<file path="src/rtl/writeback_arbiter_if.sv">
// Writeback arbiter bus: memory/ALU result inputs, register-file write port,
// and the operand forwarding lookups.
interface writeback_arbiter_if #(
    parameter int DATA_W = 16,
    parameter int ADDR_W = 3
);
    logic              mem_valid;
    logic [ADDR_W-1:0] mem_addr;
    logic [DATA_W-1:0] mem_data;
    logic              alu_valid;
    logic [ADDR_W-1:0] alu_addr;
    logic [DATA_W-1:0] alu_data;
    logic              alu_ready;
    logic              write_back;
    logic [ADDR_W-1:0] write_addr;
    logic [DATA_W-1:0] write_data;
    logic [ADDR_W-1:0] src_addr;
    logic [ADDR_W-1:0] dst_addr;
    logic              fwd_src_hit;
    logic              fwd_dst_hit;
    logic [DATA_W-1:0] fwd_src_data;
    logic [DATA_W-1:0] fwd_dst_data;
    logic [7:0]        stall_cnt;

    modport master (
        output mem_valid, mem_addr, mem_data, alu_valid, alu_addr, alu_data,
               src_addr, dst_addr,
        input  alu_ready, write_back, write_addr, write_data,
               fwd_src_hit, fwd_dst_hit, fwd_src_data, fwd_dst_data, stall_cnt
    );

    modport slave (
        input  mem_valid, mem_addr, mem_data, alu_valid, alu_addr, alu_data,
               src_addr, dst_addr,
        output alu_ready, write_back, write_addr, write_data,
               fwd_src_hit, fwd_dst_hit, fwd_src_data, fwd_dst_data, stall_cnt
    );
endinterface

</file>
<file path="src/rtl/writeback_arbiter.sv">
// Merges memory and ALU results onto one register-file write port. Memory
// never stalls; ALU results wait in a small circular buffer when they lose.
module writeback_arbiter #(
    parameter int DATA_W = 16,
    parameter int ADDR_W = 3,
    parameter int DEPTH  = 2
) (
    input  logic               clk,
    input  logic               rst_n,
    writeback_arbiter_if.slave bus
);
    localparam int PTR_W = (DEPTH > 1) ? $clog2(DEPTH) : 1;
    localparam int CNT_W = $clog2(DEPTH + 1);

    logic [ADDR_W-1:0] buf_addr [DEPTH];
    logic [DATA_W-1:0] buf_data [DEPTH];
    logic [PTR_W-1:0]  head, tail;
    logic [CNT_W-1:0]  count;

    logic              wb_q;
    logic [ADDR_W-1:0] wa_q;
    logic [DATA_W-1:0] wd_q;
    logic [7:0]        stall_q;

    logic              ready, alu_acc, push, pop, stall;
    logic              sel_valid;
    logic [ADDR_W-1:0] sel_addr;
    logic [DATA_W-1:0] sel_data;

    function automatic logic [PTR_W-1:0] wrap_inc(input logic [PTR_W-1:0] p);
        return (p == PTR_W'(DEPTH - 1)) ? '0 : p + 1'b1;
    endfunction

    // Ready depends only on the registered count, never on alu_valid.
    assign ready   = (count < CNT_W'(DEPTH));
    assign alu_acc = bus.alu_valid && ready;
    assign stall   = bus.alu_valid && !ready;
    assign pop     = !bus.mem_valid && (count != '0);
    assign push    = alu_acc && (bus.mem_valid || (count != '0));

    always_comb begin
        sel_valid = 1'b0;
        sel_addr  = '0;
        sel_data  = '0;
        if (bus.mem_valid) begin
            sel_valid = 1'b1;
            sel_addr  = bus.mem_addr;
            sel_data  = bus.mem_data;
        end else if (count != '0) begin
            sel_valid = 1'b1;
            sel_addr  = buf_addr[head];
            sel_data  = buf_data[head];
        end else if (alu_acc) begin
            sel_valid = 1'b1;
            sel_addr  = bus.alu_addr;
            sel_data  = bus.alu_data;
        end
    end

    always_ff @(posedge clk or negedge rst_n) begin
        if (!rst_n) begin
            wb_q    <= 1'b0;
            wa_q    <= '0;
            wd_q    <= '0;
            head    <= '0;
            tail    <= '0;
            count   <= '0;
            stall_q <= '0;
        end else begin
            wb_q <= sel_valid;
            if (sel_valid) begin
                wa_q <= sel_addr;
                wd_q <= sel_data;
            end
            if (push) tail <= wrap_inc(tail);
            if (pop)  head <= wrap_inc(head);
            if (push && !pop)      count <= count + 1'b1;
            else if (pop && !push) count <= count - 1'b1;
            if (stall && stall_q != 8'hFF) stall_q <= stall_q + 1'b1;
        end
    end

    // Payload storage needs no reset; validity is carried by count.
    always_ff @(posedge clk) begin
        if (push) begin
            buf_addr[tail] <= bus.alu_addr;
            buf_data[tail] <= bus.alu_data;
        end
    end

    logic              src_hit, dst_hit;
    logic [DATA_W-1:0] src_data, dst_data;
    logic [PTR_W-1:0]  idx;

    // Walk oldest to newest so the tail-most match wins over the output register.
    always_comb begin
        src_hit  = wb_q && (wa_q == bus.src_addr);
        dst_hit  = wb_q && (wa_q == bus.dst_addr);
        src_data = src_hit ? wd_q : '0;
        dst_data = dst_hit ? wd_q : '0;
        idx      = head;
        for (int i = 0; i < DEPTH; i++) begin
            if (CNT_W'(i) < count) begin
                if (buf_addr[idx] == bus.src_addr) begin
                    src_hit  = 1'b1;
                    src_data = buf_data[idx];
                end
                if (buf_addr[idx] == bus.dst_addr) begin
                    dst_hit  = 1'b1;
                    dst_data = buf_data[idx];
                end
            end
            idx = wrap_inc(idx);
        end
    end

    assign bus.alu_ready    = ready;
    assign bus.write_back   = wb_q;
    assign bus.write_addr   = wa_q;
    assign bus.write_data   = wd_q;
    assign bus.stall_cnt    = stall_q;
    assign bus.fwd_src_hit  = src_hit;
    assign bus.fwd_dst_hit  = dst_hit;
    assign bus.fwd_src_data = src_data;
    assign bus.fwd_dst_data = dst_data;
endmodule

</file>
<file path="src/flat_wrapper.sv">
// flat-port wrapper written by rule: the top's interface ports become plain ports
module writeback_arbiter_flat 
#(
    parameter int DATA_W = 16,
    parameter int ADDR_W = 3,
    parameter int DEPTH  = 2
)
  (clk, rst_n, bus_mem_valid, bus_mem_addr, bus_mem_data, bus_alu_valid, bus_alu_addr, bus_alu_data, bus_src_addr, bus_dst_addr, bus_alu_ready, bus_write_back, bus_write_addr, bus_write_data, bus_fwd_src_hit, bus_fwd_dst_hit, bus_fwd_src_data, bus_fwd_dst_data, bus_stall_cnt);
  writeback_arbiter_if #(.DATA_W(DATA_W), .ADDR_W(ADDR_W)) bus_i ();
  input  logic clk;
  input  logic rst_n;
  input wire logic [$bits(bus_i.mem_valid)-1:0] bus_mem_valid;
  input wire logic [$bits(bus_i.mem_addr)-1:0] bus_mem_addr;
  input wire logic [$bits(bus_i.mem_data)-1:0] bus_mem_data;
  input wire logic [$bits(bus_i.alu_valid)-1:0] bus_alu_valid;
  input wire logic [$bits(bus_i.alu_addr)-1:0] bus_alu_addr;
  input wire logic [$bits(bus_i.alu_data)-1:0] bus_alu_data;
  input wire logic [$bits(bus_i.src_addr)-1:0] bus_src_addr;
  input wire logic [$bits(bus_i.dst_addr)-1:0] bus_dst_addr;
  output wire logic [$bits(bus_i.alu_ready)-1:0] bus_alu_ready;
  output wire logic [$bits(bus_i.write_back)-1:0] bus_write_back;
  output wire logic [$bits(bus_i.write_addr)-1:0] bus_write_addr;
  output wire logic [$bits(bus_i.write_data)-1:0] bus_write_data;
  output wire logic [$bits(bus_i.fwd_src_hit)-1:0] bus_fwd_src_hit;
  output wire logic [$bits(bus_i.fwd_dst_hit)-1:0] bus_fwd_dst_hit;
  output wire logic [$bits(bus_i.fwd_src_data)-1:0] bus_fwd_src_data;
  output wire logic [$bits(bus_i.fwd_dst_data)-1:0] bus_fwd_dst_data;
  output wire logic [$bits(bus_i.stall_cnt)-1:0] bus_stall_cnt;
  assign bus_i.mem_valid = bus_mem_valid;
  assign bus_i.mem_addr = bus_mem_addr;
  assign bus_i.mem_data = bus_mem_data;
  assign bus_i.alu_valid = bus_alu_valid;
  assign bus_i.alu_addr = bus_alu_addr;
  assign bus_i.alu_data = bus_alu_data;
  assign bus_i.src_addr = bus_src_addr;
  assign bus_i.dst_addr = bus_dst_addr;
  assign bus_alu_ready = bus_i.alu_ready;
  assign bus_write_back = bus_i.write_back;
  assign bus_write_addr = bus_i.write_addr;
  assign bus_write_data = bus_i.write_data;
  assign bus_fwd_src_hit = bus_i.fwd_src_hit;
  assign bus_fwd_dst_hit = bus_i.fwd_dst_hit;
  assign bus_fwd_src_data = bus_i.fwd_src_data;
  assign bus_fwd_dst_data = bus_i.fwd_dst_data;
  assign bus_stall_cnt = bus_i.stall_cnt;
  writeback_arbiter #(.DATA_W(DATA_W), .ADDR_W(ADDR_W), .DEPTH(DEPTH)) u_core (.clk(clk), .rst_n(rst_n), .bus(bus_i));
endmodule
</file>
<file path="config.mk">
export PLATFORM = sky130hd
export DESIGN_NAME = writeback_arbiter_flat
export DESIGN_NICKNAME = d
export VERILOG_FILES = /design/src/rtl/writeback_arbiter_if.sv /design/src/rtl/writeback_arbiter.sv /design/src/flat_wrapper.sv
export SDC_FILE = /design/constraint.sdc
export NUM_CORES = 1
export LEC_CHECK = 0
export CAP_MARGIN = 40
export CORE_MARGIN = 2
export CORE_UTILIZATION = 48
export DETAILED_ROUTE_END_ITERATION = 12
export HOLD_SLACK_MARGIN = 0.06
export PLACE_DENSITY = 0.87
export SLEW_MARGIN = 20
export SYNTH_ARGS = -nofsm -noshare
export SYNTH_HDL_FRONTEND = slang
export SYNTH_SLANG_ARGS = --single-unit
</file>
<file path="constraint.sdc">
create_clock -name clk -period 4 [get_ports clk]
set_input_delay 0.6 -clock clk [delete_from_list [all_inputs] [get_ports clk]]
set_output_delay 0.6 -clock clk [all_outputs]
set_load 0.01 [all_outputs]
</file>
==> results of run 1 <==
state kept, by name, indices dropped and copies added, names as in the netlist:
name	count
u_core.head	1
u_core.bus.write_addr	3
u_core.count	2
u_core.bus.write_back	1
u_core.bus.write_data	16
u_core.tail	1
u_core.buf_addr	6
u_core.bus.stall_cnt	8
u_core.buf_data	32
routing by layer:
metal,global-route usage (%),part of all wire [%],vias to the layer above
met5,0,0,-
met4,10.1,1.3,0
met3,4.90,6.4,16
met2,42.4,50,150
met1,33.4,42,1678
li1,-,-,1548
metrics by stage:
step / area, sq um / hold WS (ps)
2_1_floorplan: 3880 / 304
3_3_place_gp: 5090 / 488
3_5_place_dp: 5100 / 506
4_1_cts: 5290 / 339
5_1_grt: 5330 / 129
6_report: 5330 / 133
cells in the mapped netlist, drive strengths merged, types with 4 or more instances:
cell type  number  share of area, %
a21oi          51               6.6
a221oi         32               8.0
buf            17               3.0
clkbuf          8              0.77
dfrtp          32                21
edfxtp         38                29
ha              4               1.3
inv             5              0.48
mux2           16               4.6
mux2i          22               6.2
nand2          13               1.3
nand3           4              0.52
nand4           4              0.64
nor2            6              0.58
o21ai           4              0.52
o22ai          35               5.6
xnor2          17               3.8
xor2           12               2.7
cell families after synthesis:
family	count (synthesis)	share of synthesized area, %
buffers and inverters	30	4.22
AND/OR/NAND/NOR	36	5.29
flip-flops	70	50.0
multiplexers	38	10.8
adder cells (fa/ha/maj)	4	1.29
AO/OA/AOI/OAI	125	21.8
XOR/XNOR	29	6.54
layout make-up:
cell class                 instances  area, sq um
multi-input combinational        232         1780
clock inverter                     3         17.5
timing repair buffer             129         1270
clock buffer                      13          170
inverter                           5         18.8
sequential                        70         1940
tap                              102          128
fill                             600         2440
worst max-delay path, stage by stage, from the launching register on:
cell	delay, ps
dfrtp_2	720
mux2i_1	420
xor2_1	280
a41oi_2	160
buf_4	210
a221oi_1	340
a21oi_1	80
clkdlybuf4s50_1	520
path summary, 6_finish.rpt:
path	end	slack [ps]	from
max	bus_fwd_dst_data[7]	320	u_core.head
max in group asynchronous	u_core.head	3430	rst_n
min reg2reg	u_core.count[0]	510	u_core.count[0]
max reg2reg	u_core.buf_addr[1][2]	1560	u_core.count[1]
min in group clk	u_core.count[0]	510	u_core.count[0]
min	u_core.bus.write_data[10]	130	rst_n
where the power goes:
| part | internal [mW] | leakage (nW) | switching, mW |
|---|---|---|---|
| combinational | 1.11 | 1.17 | 1.06 |
| clock | 0.278 | 0.0946 | 0.260 |
| sequential | 0.974 | 0.723 | 0.227 |
| total | 2.37 | 1.98 | 1.55 |
==> summary.md, run 1 <==
| Metric | Value |
|---|---|
| Outcome | complete, no violations |
| Register area share after synthesis | between 50% and 60% |
| Clock sinks | 70 |
| First-pass GRT wire length | 17,400 microns |
| Synth Warn # | 0 |
| # hold bufs at CTS | 0 |
| Pre-CTS setup slack | 650 ps |
| Crit Path Max Fanout | 18 |
| Clk Latency, worst-skew pair | ~340 ps |
| Final Net Count | 499 |
| CTS root buf | clkbuf_8 |
| Worst-margin pin slew | between 800 and 900 ps |
| Cts repair resizes | 0 |
| Initial Util | 50.0% |
| Commonest cells after routing, fill and taps aside | clkdlybuf4s50_1 (109), a21oi_1 (51), edfxtp_1 (38), o22ai_1 (35), dfrtp_1 (31) |
| Post-Layout Cell Count | about 550 |
| Slew Viols, Final | 0 |
| CORE AREA | 7770 sq um |
| TritonRoute pass-1 iters | 5 |
| RSZ-0062 raised after global routing | false |
| Layout area overhead | 37.3% |
| Main synth FF type | edfxtp_1 |
| Die width | 93.9 microns |
| VDD IR max | 0.498 mV |
| Final core utilization | 68.6% |
| Req. time, crit path | 3400 ps |
| Row cnt | 32 |
| Die area | between 8000 and 9000 sq um |
| Die Y | between 90 and 100 microns |
| Synth Cell Area | around 3900 sq um |
| Setup TNS | 0 ps |
| Drt drc | 0 |
| CP Capture Type | primary output |
| Number of flops mapped to enable cells by yosys | 38 |
| Grt ovf | 0 |
| CTS tree | done |
| Post-Syn Instances | 332 |
| Number of I/O port buffers | 110 |
| Distinct cells, synth | 32 |
| Share of layout cells above drive strength 1 | 14.2% |
| Number of diodes | 0 |
| Post-Syn Nets | 384 |
| RD Place Congestion | 0.819 |
| Final hold violation count | 0 |
| Post-Syn Area per Cell | 11.7 sq um |
| Max-Cap Viols | 0 |
| Top Ports | between 100 and 150 |
| Ys async rst share | 45.7% |
| Antenna Violating Nets Remaining | 0 |
| Setup crit start kind | register |
| Setup ws final | 315 ps |
| Dpl hpwl | 7790 microns |
| Post CTS Setup Buffer Count | 0 |
| TritonCTS buffer count | 9 |
| Crit share post-route | 92.1% |
| Clock Tree Buf Depth | 2 |
| Pin count of the biggest net entering global routing | 33 |
| GRT Total Usage | about a quarter |
| Commonest non-fill, non-tap cell in the layout | clkdlybuf4s50_1 |
| Placed cell count | 536 |
| Initial antenna violation count | 0 |
| Setup Viol. Count Final | 0 |
| Final wirelength | 11,000 microns |
| LEAKAGE | slightly below 2 nW |
| #FFs+latches synth | 70 |
| Period minus WS final | 3680 ps |
| Pwr Density | roughly 730 nW/um^2 |
| Worst Path Arrival | 3080 ps |
| H-tree depth reported by CTS | 3 |
| Vias | approximately 3,400 |
| HP Class | in -> async |
| Worst-path clk slew | approximately 80 ps |
| Total design power | 3.91 mW |
| Clk_skew | 11.8 ps |
| Critical path class | reg -> out |
| Number of global-route vias before repair | 3,483 |
| R2R depth | 7 |
| DR vias/cell | between 6 and 7 |
| Starting DRT DRC Count | 250 |
| WL per Instance | 19.9 microns |
| Fmax | approximately 0.27 GHz |
| Slew margin rel. | 46.3% |
No activity file was read; power rests on OpenSTA's default activity.
==> run 2: changes to the inputs <==
- GPL_TIMING_DRIVEN: default -> 0
==> run 2 against run 1 <==
First-iteration DRC count increased by 59%. Critical endpoint is now bus_fwd_dst_data[5]. Worst setup slack worse by 140 ps. Critical path depth grew 1. Clock power up 27%. Routed wire length up 13%. Utilization rose by 1.3 points. Sequential share of layout area decreased by 0.71 points. Non-clock buffer count is 10 higher. Critical path type unchanged. Combinational power up 6%.
==> summary.md, run 2 (synthesized netlist as in run 1, its figures left out) <==
| Metric | Value |
|---|---|
| Grt ovf | 0 (unchanged) |
| Fmax | 0.262 GHz (was 0.271 GHz) |
| Drt drc | 0 (unchanged) |
| VDD IR max | 0.427 mV (was 0.498 mV) |
| Pwr Density | 762 nW/um^2 (was 734 nW/um^2) |
| Internal power | 2.50 mW (was 2.37 mW) |
| Worst-path clk slew | 80 ps (about the same) |
| Number of I/O port buffers | 110 (unchanged) |
| R2R setup slack | 1530 ps (was 1560 ps) |
| Slew margin rel. | 53.7% (was 46.3%) |
| Hold Slack | 505 ps (was 133 ps) |
| Clk_skew | 18.0 ps (was 11.8 ps) |
| Sw frac | 39.6% (was 39.5%) |
| Worst setup path end | bus_fwd_dst_data[5] (was bus_fwd_dst_data[7]) |
| Setup crit start kind | register (unchanged) |
| Die Y | 93.9 microns (unchanged) |
| Share of layout cells above drive strength 1 | 14.1% (was 14.2%) |
| Crit Path Max Fanout | 10 (was 18) |
| Die area | 8820 sq um (unchanged) |
| Initial Util | 50.0% (unchanged) |
| Worst-margin pin slew | 695 ps (was 803 ps) |
| Critical path class | reg -> out (unchanged) |
| Worst Path Arrival | 3220 ps (was 3080 ps) |
| Vias | 3,658 (was 3,392) |
| H-tree depth reported by CTS | 3 (unchanged) |
| Clock sinks | 70 (unchanged) |
| FF-to-FF End | u_core.buf_data[0][6] (was u_core.buf_addr[1][2]) |
| Final Net Count | 509 (was 499) |
| Clock power share | 16.5% (was 13.8%) |
| Commonest cells after routing, fill and taps aside | clkdlybuf4s50_1 (109), a21oi_1 (51), edfxtp_1 (38), o22ai_1 (35), dfrtp_1 (32) (was clkdlybuf4s50_1 (109), a21oi_1 (51), edfxtp_1 (38), o22ai_1 (35), dfrtp_1 (31)) |
| First-pass GRT wire length | 19,300 microns (was 17,400 microns) |
| Final core utilization | 69.9% (was 68.6%) |
| Dpl cell area | 5160 sq um (was 5100 sq um) |
| Sequential Power Share | 28.2% (was 30.7%) |
| Crit share post-route | 95.6% (was 92.1%) |
| Final wirelength | 12,400 microns (was 11,000 microns) |
| Reg area | 1940 sq um (about the same) |
| Dpl hpwl | 8740 microns (was 7790 microns) |
| RSZ-0062 raised after global routing | false (unchanged) |
| Number of diodes | 0 (unchanged) |
| Filler cells | 577 (was 600) |
| TritonCTS buffer count | 9 (unchanged) |
| HP Class | reg -> reg (was in -> async) |
| Pin count of the biggest net entering global routing | 32 (was 33) |
| Setup TNS | 0 ps (unchanged) |
| Initial antenna violation count | 0 (unchanged) |
| DR vias/cell | 6.49 (was 6.12) |
| LEAKAGE | 2.03 nW (was 1.98 nW) |
| GRT Total Usage | 28.7% (was 25.7%) |
| TritonRoute pass-1 iters | 6 (was 5) |
| CP Capture Type | primary output (unchanged) |
| Switching power | 1.64 mW (was 1.55 mW) |
| Starting DRT DRC Count | 397 (was 250) |
| CORE AREA | 7770 sq um (unchanged) |
| Clock Tree Buf Depth | 2 (unchanged) |
| CTS root buf | clkbuf_8 (unchanged) |
| Layout area overhead | 39.9% (was 37.3%) |
| R2R depth | 7 (unchanged) |
| Area of the multi-input gates | 1790 sq um (was 1780 sq um) |
| Gate power share | 55.4% (was 55.5%) |
| Commonest non-fill, non-tap cell in the layout | clkdlybuf4s50_1 (unchanged) |
| Die width | 93.9 microns (unchanged) |
| Max-Cap Viols | 0 (unchanged) |
| Period minus WS final | 3820 ps (was 3680 ps) |
| Post CTS Setup Buffer Count | 0 (unchanged) |
| Req. time, crit path | 3400 ps (about the same) |
| Outcome | complete, no violations (unchanged) |
| Top reg by flops | u_core.buf_data (unchanged) |
| Worst R2R Start | u_core.count[1] (unchanged) |
| RD Place Congestion | 0.857 (was 0.819) |
| WL per Instance | 22.0 microns (was 19.9 microns) |
| CTS tree | done (unchanged) |
| Max reg flops | 32 (unchanged) |
| Number of global-route vias before repair | 3,762 (was 3,483) |
| Row cnt | 32 (unchanged) |
| Clk Latency, worst-skew pair | 350 ps (was 340 ps) |
| Slew Viols, Final | 0 (unchanged) |
| Finished layout cell area | 5430 sq um (was 5330 sq um) |
| Final hold violation count | 0 (unchanged) |
| Setup crit start | u_core.count[1] (was u_core.head) |
| Setup Viol. Count Final | 0 (unchanged) |
| Top Ports | 111 (unchanged) |
| Antenna Violating Nets Remaining | 0 (unchanged) |
## run 2: final cells by class
cell class	instances	share of cell area, %
plain buffers	24	2.60
clock buffers	13	3.73
clock inverters	3	0.806
inverters	5	0.346
multi-input cells	232	33.0
flip-flops and latches	70	35.8
well taps	102	2.35
repair buffers	115	21.4
## run 2: power by group through the flow
stage | Combinational, mW | Sequential (mW) | Clock, mW
2_1_floorplan | 1.22 | 1.17 | 0
3_3_place_gp | 2.14 | 1.16 | 0
3_5_place_dp | 2.24 | 1.17 | 0
4_1_cts | 2.26 | 1.16 | 0.685
5_1_grt | 2.42 | 1.18 | 0.719
6_report | 2.29 | 1.17 | 0.682
## run 2: worst max-delay path, stage by stage (launching register included)
cell             delay [ps]
dfrtp_1                 420
inv_1                   170
ha_2                    360
inv_1                   240
a41oi_4                 320
buf_2                   380
a221oi_1                160
a21oi_1                 230
clkdlybuf4s50_1         590
## run 2: worst min-delay path by stage
| stage | startpoint | depth (start not counted) | slack, ps | endpoint |
|---|---|---|---|---|
| after global placement | u_core.tail | 1 | 480 | u_core.tail |
| after CTS | u_core.bus.stall_cnt[7] | 1 | 510 | u_core.bus.stall_cnt[7] |
| after global routing | u_core.bus.stall_cnt[7] | 1 | 520 | u_core.bus.stall_cnt[7] |
| final | u_core.bus.stall_cnt[7] | 1 | 500 | u_core.bus.stall_cnt[7] |
| after detailed placement | rst_n | 1 | 400 | u_core.bus.stall_cnt[7] |
| after floorplan | rst_n | 0 | 300 | u_core.bus.stall_cnt[0] |
## run 2: per-stage QoR
stage / total power [mW] / instances / worst slack, ps
3_5_place_dp: 3.41 / 548 / 216
6_report: 4.14 / 564 / 176
4_1_cts: 4.10 / 564 / 177
5_1_grt: 4.33 / 564 / 16.7
3_3_place_gp: 3.30 / 544 / -37.6
2_1_floorplan: 2.40 / 332 / 1080
## run 2: per-layer routing
layer | GRT usage (%) | up-vias | part of all wire, %
met4 | 10.3 | 0 | 2.3
met5 | 0 | - | 0
met1 | 35.9 | 1747 | 37
met2 | 48.1 | 287 | 50
met3 | 7.54 | 51 | 12
li1 | - | 1573 | -
## run 2: timing repair
action / 4_1_cts / 5_1_grt
resized for setup: 1 / 1
hold buffers: 1 / 0
setup endpoints to repair: 8 / 1
hold endpoints to repair: 1 / 0
